===== src/rtl/wb_trace_buffer.sv =====
// wb_trace_buffer: circular capture of retired WB register writes with wrap/stop-full/trigger modes
module wb_trace_buffer #(
  parameter int DATA_W = 32,
  parameter int REG_W  = 5,
  parameter int PC_W   = 8,
  parameter int DEPTH  = 16,
  parameter int CNT_W  = $clog2(DEPTH) + 1
) (
  input  logic              clk,
  input  logic              rst,
  input  logic              cap_valid,
  input  logic [PC_W-1:0]   cap_pc,
  input  logic [REG_W-1:0]  cap_reg,
  input  logic [DATA_W-1:0] cap_data,
  input  logic [1:0]        cfg_mode,
  input  logic [REG_W-1:0]  cfg_trig_reg,
  input  logic [CNT_W-1:0]  cfg_post,
  input  logic              arm,
  input  logic              stop,
  input  logic              rd_en,
  output logic              rd_valid,
  output logic [PC_W-1:0]   rd_pc,
  output logic [REG_W-1:0]  rd_reg,
  output logic [DATA_W-1:0] rd_data,
  output logic [CNT_W-1:0]  count,
  output logic [1:0]        state,
  output logic              triggered,
  output logic              overflow
);
  localparam int AW = $clog2(DEPTH);
  typedef enum logic [1:0] {S_IDLE = 2'b00, S_ARMED = 2'b01, S_POST = 2'b10, S_DONE = 2'b11} state_t;
  state_t             r_state, w_state_n;
  logic [AW-1:0]      r_wr_ptr, r_rd_ptr;
  logic [CNT_W-1:0]   r_count, r_post, w_post_n;
  logic               r_trig, w_trig_n, r_ovf;
  logic [PC_W-1:0]    r_mem_pc   [DEPTH];
  logic [REG_W-1:0]   r_mem_reg  [DEPTH];
  logic [DATA_W-1:0]  r_mem_data [DEPTH];
  logic w_cap_ok, w_full, w_m_stop, w_m_trig, w_store, w_ovw, w_pop, w_trig_hit;
  assign w_cap_ok   = cap_valid && cap_reg != '0;
  assign w_full     = r_count == CNT_W'(DEPTH);
  assign w_m_stop   = cfg_mode == 2'b01;
  assign w_m_trig   = cfg_mode == 2'b10;
  assign w_store    = !arm && w_cap_ok &&
                      (r_state == S_POST || (r_state == S_ARMED && !(w_m_stop && w_full)));
  assign w_ovw      = w_store && w_full;
  assign w_pop      = !arm && rd_en && rd_valid;
  assign w_trig_hit = w_store && r_state == S_ARMED && w_m_trig && cap_reg == cfg_trig_reg;
  // Next state, post-trigger counter and trigger flag; arm overrides everything
  always_comb begin
    w_state_n = r_state;
    w_post_n  = r_post;
    w_trig_n  = r_trig;
    if (arm) begin
      w_state_n = S_ARMED;
      w_trig_n  = 1'b0;
    end else if (r_state == S_ARMED) begin
      if (w_store && w_m_stop && r_count == CNT_W'(DEPTH - 1)) w_state_n = S_DONE;
      if (w_trig_hit) begin
        w_trig_n  = 1'b1;
        w_post_n  = cfg_post;
        w_state_n = cfg_post == '0 ? S_DONE : S_POST;
      end
      if (stop) w_state_n = S_DONE;
    end else if (r_state == S_POST) begin
      if (w_store) begin
        w_post_n  = r_post - 1'b1;
        w_state_n = r_post == CNT_W'(1) ? S_DONE : S_POST;
      end
      if (stop) w_state_n = S_DONE;
    end
  end
  // State register and trigger bookkeeping
  always_ff @(posedge clk or posedge rst) begin
    if (rst) begin
      r_state <= S_IDLE;
      r_post  <= '0;
      r_trig  <= 1'b0;
    end else begin
      r_state <= w_state_n;
      r_post  <= w_post_n;
      r_trig  <= w_trig_n;
    end
  end
  // Pointers, occupancy and overflow flag; an overwrite advances the read side and holds count
  always_ff @(posedge clk or posedge rst) begin
    if (rst) begin
      r_wr_ptr <= '0;
      r_rd_ptr <= '0;
      r_count  <= '0;
      r_ovf    <= 1'b0;
    end else if (arm) begin
      r_wr_ptr <= '0;
      r_rd_ptr <= '0;
      r_count  <= '0;
      r_ovf    <= 1'b0;
    end else begin
      if (w_store) r_wr_ptr <= r_wr_ptr + 1'b1;
      if (w_ovw || w_pop) r_rd_ptr <= r_rd_ptr + 1'b1;
      if (w_ovw) r_ovf <= 1'b1;
      if (w_store && !w_ovw) r_count <= r_count + 1'b1;
      else if (w_pop) r_count <= r_count - 1'b1;
    end
  end
  // Trace storage; contents are not cleared by reset
  always_ff @(posedge clk) begin
    if (w_store) begin
      r_mem_pc[r_wr_ptr]   <= cap_pc;
      r_mem_reg[r_wr_ptr]  <= cap_reg;
      r_mem_data[r_wr_ptr] <= cap_data;
    end
  end
  assign rd_valid  = (r_state == S_IDLE || r_state == S_DONE) && r_count != '0;
  assign rd_pc     = rd_valid ? r_mem_pc[r_rd_ptr] : '0;
  assign rd_reg    = rd_valid ? r_mem_reg[r_rd_ptr] : '0;
  assign rd_data   = rd_valid ? r_mem_data[r_rd_ptr] : '0;
  assign count     = r_count;
  assign state     = r_state;
  assign triggered = r_trig;
  assign overflow  = r_ovf;
endmodule


===== config.mk =====
export PLATFORM = sky130hd
export DESIGN_NAME = wb_trace_buffer
export DESIGN_NICKNAME = d
export VERILOG_FILES = /design/src/rtl/wb_trace_buffer.sv
export SDC_FILE = /design/constraint.sdc
export NUM_CORES = 1
export LEC_CHECK = 0
export ABC_AREA = 1
export CAP_MARGIN = 25
export CORE_MARGIN = 3
export CORE_UTILIZATION = 34
export DETAILED_ROUTE_END_ITERATION = 16
export HOLD_SLACK_MARGIN = 0.06
export MAX_ROUTING_LAYER = met4
export PLACE_DENSITY_LB_ADDON = 0.2
export SETUP_SLACK_MARGIN = 0.05
export SKIP_CTS_REPAIR_TIMING = 1
export SYNTH_ARGS = -nofsm -noshare
export SYNTH_HDL_FRONTEND = slang
export SYNTH_SLANG_ARGS = --single-unit
export TNS_END_PERCENT = 30

===== constraint.sdc =====
create_clock -name clk -period 5 [get_ports clk]
set_input_delay 0.5 -clock clk [delete_from_list [all_inputs] [get_ports clk]]
set_output_delay 0.5 -clock clk [all_outputs]
set_load 0.005 [all_outputs]

## After elaboration in Yosys (flattened, before gate mapping)

Memory sizes are Yosys's and may differ from the RTL's.
Cells that the tools add are included.

- ROM bits: 0
- Bits in latches: 0
- Output and inout port bits: 55
- Memories: 3
- Word-level logic and storage cells: 96
- Register bits: 22
- Bits in writable memories: 720

Memories:

| memory | depth | bits a word | read ports | clocked after Yosys merged registers in | write ports | line | source |
|---|---|---|---|---|---|---|---|
| r_mem_data | 16 | 32 | 1 | 0 | 1 | 38 | `logic [DATA_W-1:0] r_mem_data [DEPTH];` |
| r_mem_pc | 16 | 8 | 1 | 0 | 1 | 36 | `logic [PC_W-1:0] r_mem_pc [DEPTH];` |
| r_mem_reg | 16 | 5 | 1 | 0 | 1 | 37 | `logic [REG_W-1:0] r_mem_reg [DEPTH];` |

- Order comparisons: 0
- Reduce and logical (&&, ||, !) cells: 38
- Div/mod/pow operators: 0
- Equality and inequality tests: 11
- Mux-type cells: 31
- $mul: 0
- Bitwise operators: 1
- Add/subtract/negate cells: 5
- Shift-type cells: 0

Operator list:

| operator | number |
|---|---|
| $mux W5 | 8 |
| $mux W32 | 1 |
| $mux W2 | 8 |
| $mux W4 | 4 |
| $logic_and A1 B1 Y1 | 15 |
| $reduce_bool A2 Y1 | 7 |
| $reduce_bool A5 Y1 | 2 |
| $sub A5 B1 Y5 const B | 2 |
| $mux W1 | 9 |
| $add A4 B1 Y4 const B | 2 |
| $mux W8 | 1 |
| $eq A2 B2 Y1 const B | 3 |
| $reduce_bool A3 Y1 | 2 |
| $add A5 B1 Y5 const B | 1 |
| $eq A5 B1 Y1 const B | 1 |
| $eq A5 B4 Y1 const B | 1 |
| $eq A5 B5 Y1 | 1 |
| $eq A5 B5 Y1 const B | 1 |
| $logic_not A5 Y1 | 1 |
| $ne A5 B4 Y1 const B | 1 |
| $eq A2 B1 Y1 const B | 2 |
| $reduce_and A4 Y1 | 1 |
| $reduce_bool A4 Y1 | 1 |
| $logic_not A1 Y1 | 3 |
| 6 further kinds | 8 |

## Logic depth before layout (Yosys ltp)

- Word-level depth: 13
- Mapped depth: 14
- Mapped depth without buffers: 14

## Worst setup path before layout

OpenSTA, ideal clock, no wires.

- Path kind: register -> register
- Start point: register r_state[1], in the netlist state[1]
- End point: memory r_mem_data[15][0], enable pin
- Clock period less this slack: 3,578 ps
- Cell stages (with the launch flop): 8
- Path slack: 1,422 ps
- Arrival: 3,130 ps
- Data required time: 4,552 ps
- Cells stage by stage: dfrtp_1 > inv_1 > ha_1 > nand2_1 > a21oi_2 > buf_4 > nand3_1 > nor2_1

- Cells in the longest elaborated chain, start to end: 6
- Elaborated cells on any way between the ends: 7
- Those cells by class: 2 x eq/ne; 2 x mux; 3 x reduce/logical

Ends and longest elaborated chain:

| what | line | source |
|---|---|---|
| start: declaration | 32 | `state_t r_state, w_state_n;` |
| start signal: assignment | 80 | `r_state <= w_state_n;` |
| $eq A2 B1 Y1 | 45 | `(r_state == S_POST \|\| (r_state == S_ARMED && !(w_m_stop && w_full)));` |
| $logic_and A1 B1 Y1 | 45 |  |
| $logic_or A1 B1 Y1 (*) | 45 |  |
| $logic_and A1 B1 Y1 (*) | 44 | `assign w_store = !arm && w_cap_ok &&` |
| $mux W1 (*) | 107 | `if (w_store) begin` |
| $mux W1 (not written as such) (*) | 110 | `r_mem_data[r_wr_ptr] <= cap_data;` |
| end: declaration | 38 |  |

Every way passes the cells marked *; elsewhere a longest branch is shown, timed or not.

## Worst setup path after layout

- Start point: register r_rd_ptr[0]
- End point: output rd_data[14]

- Cells in the longest elaborated chain, start to end: 2

Ends and longest elaborated chain:

| what | line | source |
|---|---|---|
| start: declaration | 33 | `logic [AW-1:0] r_wr_ptr, r_rd_ptr;` |
| start signal: assignment | 99 | `if (w_ovw \|\| w_pop) r_rd_ptr <= r_rd_ptr + 1'b1;` |
| $mem_v2 Z16 W32 | n/a |  |
| $mux W32 | 116 | `assign rd_data = rd_valid ? r_mem_data[r_rd_ptr] : '0;` |
| end: declaration | 24 | `output logic [DATA_W-1:0] rd_data,` |

Every way passes these cells.

==> flow_metrics.env <==
export IMPL_synth_compound_area_share_pct=12.0
export IMPL_p_seq_share_pct=40.5
export IMPL_synth_area_top_cells="edfxtp_1, o21ai_0, nor2_1, o22ai_1, nand2_1"
export IMPL_hpwl_um=41600
export IMPL_cts_tree="done"
export IMPL_cp_endpoint="rd_data[14]"
export IMPL_clk_pin_slew_ps=60
export IMPL_drive_gt1_share_pct=7.83
export IMPL_clockBufferDepth=3
export IMPL_finalWeightedCongestion=0.738
export IMPL_syn_num_nets=2414
export IMPL_synth_top_area_share_pct=72.7
export IMPL_core_area_sq_um=85900
export IMPL_start_util_pct=34.6
export IMPL_post_route_drc_count=0
export IMPL_setup_tns_ps=0
export IMPL_grt_pass1_wl_um=116000
export IMPL_timing_rr_end="r_mem_data[7][1]$_DFFE_PP_"
export IMPL_num_vias=18800
export IMPL_p_leak_nw=11.6
export IMPL_synthCells=2337
export IMPL_muxShareOfSynthArea_pct=0
export IMPL_r2r_start="state[1]$_DFFE_PP0P_"
export IMPL_fin_crit_sh_pct=84.4
export IMPL_synth_adder_area_share_pct=0.615
export IMPL_wire_per_inst_um=20.9
export IMPL_r2r_slack_ps=1560
export IMPL_grt_max_degree=183
export IMPL_pwr_share_clk_pct=34.2
export IMPL_switching_power_mw=5.36
export IMPL_io_pins=118
export IMPL_design_area_sq_um=34800
export IMPL_area_delta_synth_final_pct=17.0
export IMPL_port_buffers=117
export IMPL_die_area_sq_um=91000
export IMPL_hp_class="in -> async"
export IMPL_largest_reg_flops=512
export IMPL_synthSimpleGateAreaFrac_pct=9.46
export IMPL_synthDistinctLibCells=35
export IMPL_tightestPinTransition_ps=921
export IMPL_cts_max_level=3
export IMPL_yosysWarnings=0
export IMPL_ys_seq_elements=742
export IMPL_max_freq_ghz=0.237
export IMPL_die_x_um=302
export IMPL_cts_root_buf="clkbuf_16"
export IMPL_finalSetupViolations=0
export IMPL_ir_drop_mv=0.331
export IMPL_cp_start_kind="flop"
export IMPL_internal_power_mw=12.0
export IMPL_dieHeight_um=302
export IMPL_fin_skew_ps=29.3
export IMPL_cts_made_buffers=80
export IMPL_rsz0062_at_grt="no"
export IMPL_cp_slowest_stage_delay_ps=670
export IMPL_wirelength_um=76000
export IMPL_layout_min_cycle_time_ps=4220
export IMPL_final_cell_count_no_fill=3635
export IMPL_grt_pass1_vias=19100
export IMPL_vias_per_cell=5.16
export IMPL_postRouteAntennaNets=0
export IMPL_p_sw_share_pct=30.9
export IMPL_critPathLaunch="r_rd_ptr[0]$_DFFE_PP0P_"
export IMPL_crit_fanout=92
export IMPL_drv_cap=0
export IMPL_worstSetupPathType="reg -> out"
export IMPL_maxSlewHeadroom_pct=38.6
export IMPL_syn_area_sq_um=29700
export IMPL_r2r_cells=7
export IMPL_slowest_stage="dfrtp_4"
export IMPL_endpoint_kind="output pin"
export IMPL_ys_seq_area_share_pct=74.6
export IMPL_row_count=107
export IMPL_power_density_nw_per_um2=498
export IMPL_p_comb_share_pct=25.3
export IMPL_finalHoldViolations=0
export IMPL_dp_cells=3490
export IMPL_crit_required_ps=4500
export IMPL_clock_sinks=742
export IMPL_drv_slew=0
export IMPL_antenna_found_initial=0
export IMPL_synth_top_family_by_area="compound AO/OA/AOI/OAI gates"
export IMPL_syn_area_per_cell_sq_um=12.7
export IMPL_grt_use_total_pct=17.1
export IMPL_grt_overflow=0
export IMPL_final_nets=2506
export IMPL_insertion_delay_ps=630
export IMPL_synth_xor_area_share_pct=0.118
export IMPL_cp_arrival_ps=3720
export IMPL_outcome="finished clean"
export IMPL_yosysTopAreaCell="edfxtp_1"
export IMPL_antenna_cells=0
export IMPL_place_area_sq_um=32100
export IMPL_worstPathCellList="clkinv_8 -> buf_4 -> buf_4 -> nor2_1 -> o22ai_1 -> a21oi_1 -> a21oi_1 -> clkdlybuf4s50_1"
export IMPL_drtIter0Drc=1218
export IMPL_firstDrtPassIters=5
Yosys cell counts (all sizes together):
master,count
clkbuf,67
nand4,4
xnor2,1
xor2,3
nor2,396
o22ai,180
o21ai,377
clkinv,1
ha,13
o21bai,1
edfxtp,720
fa,1
o31ai,1
a21oi,101
inv,39
nor4,1
dfrtp,22
a31oi,1
nand2,246
nor3,2
buf,88
o21a,2
nand3,67
or2,3
power by group through the flow:
stage	registers [mW]	logic, mW	clock network, mW
2_1_floorplan	7.10	2.80	0
3_3_place_gp	7.15	4.40	0
3_5_place_dp	7.15	4.45	0
4_1_cts	7.02	4.47	6.07
5_1_grt	7.03	4.94	6.33
6_report	7.02	4.38	5.92
area by class of cell:
type,count,area [sq um]
fillers,8017,51200
flip-flops and latches,742,22200
multi-input cells,1400,6710
clock buffers,97,2130
repair buffers,165,1660
well taps,1144,1430
clock inverters,47,505
inverters,40,169
logic make-up after synthesis:
logic type | count (synthesis)
flip-flops | 742
AND/OR/NAND/NOR | 719
buffers and inverters | 195
adder cells (fa/ha/maj) | 14
XOR/XNOR | 4
AO/OA/AOI/OAI | 663
how the worst min path moves through the flow:
stage                                     from                       to  slack [ps]  depth (start not counted)
final                                      rst  r_wr_ptr[2]$_DFFE_PP0P_         210                          3
after global routing                       rst  r_wr_ptr[2]$_DFFE_PP0P_         200                          3
after CTS                                  rst  r_wr_ptr[2]$_DFFE_PP0P_         440                          2
after detailed placement  overflow$_DFFE_PP0P_     overflow$_DFFE_PP0P_         510                          2
after global placement    overflow$_DFFE_PP0P_     overflow$_DFFE_PP0P_         520                          2
after floorplan           overflow$_DFFE_PP0P_     overflow$_DFFE_PP0P_         470                          2
critical path, delay by kind of cell (launching register included):
| family | cells | cell delay, ps |
|---|---|---|
| AOI/OAI and AO/OA | 3 | 510 |
| buffers and inverters | 4 | 1780 |
| DFF | 1 | 670 |
| and+or+nand+nor | 1 | 60 |
cells in the final DEF (no fill, tap or decap), types with 3 or more instances in the layout:
cell type	n
or2_2	3
xor2_1	3
o21ai_0	303
dfrtp_4	3
ha_1	13
nor2_1	380
clkinv_1	17
clkbuf_1	13
nand3_1	66
nor2_4	16
inv_6	3
a21oi_1	99
edfxtp_1	720
clkinvlp_4	5
nand2_1	245
dfrtp_1	19
o21ai_1	74
clkbuf_16	82
bufinv_16	9
clkinv_2	12
clkdlybuf4s50_1	117
buf_12	10
o22ai_1	180
nand4_1	4
inv_1	33
buf_4	38
metrics by stage:
| step | hold WS, ps | setup slack, ps | power, mW | utilization, % |
|---|---|---|---|---|
| after global routing | 205 | 513 | 18.3 | 40.5 |
| after global placement | 516 | 908 | 11.5 | 37.4 |
| final | 211 | 780 | 17.3 | 40.5 |
| after CTS | 444 | 664 | 17.6 | 40.4 |
| after detailed placement | 509 | 899 | 11.6 | 37.4 |
| after floorplan | 473 | 1420 | 9.91 | - |
layer usage:
metal / share of wire (%) / track usage [%]
met5: 0 / -
met4: 1.9 / 5.01
met3: 4.1 / 2.42
met2: 50 / 28.2
met1: 44 / 22.0
Note: power is estimated with default switching activity, not from simulation.
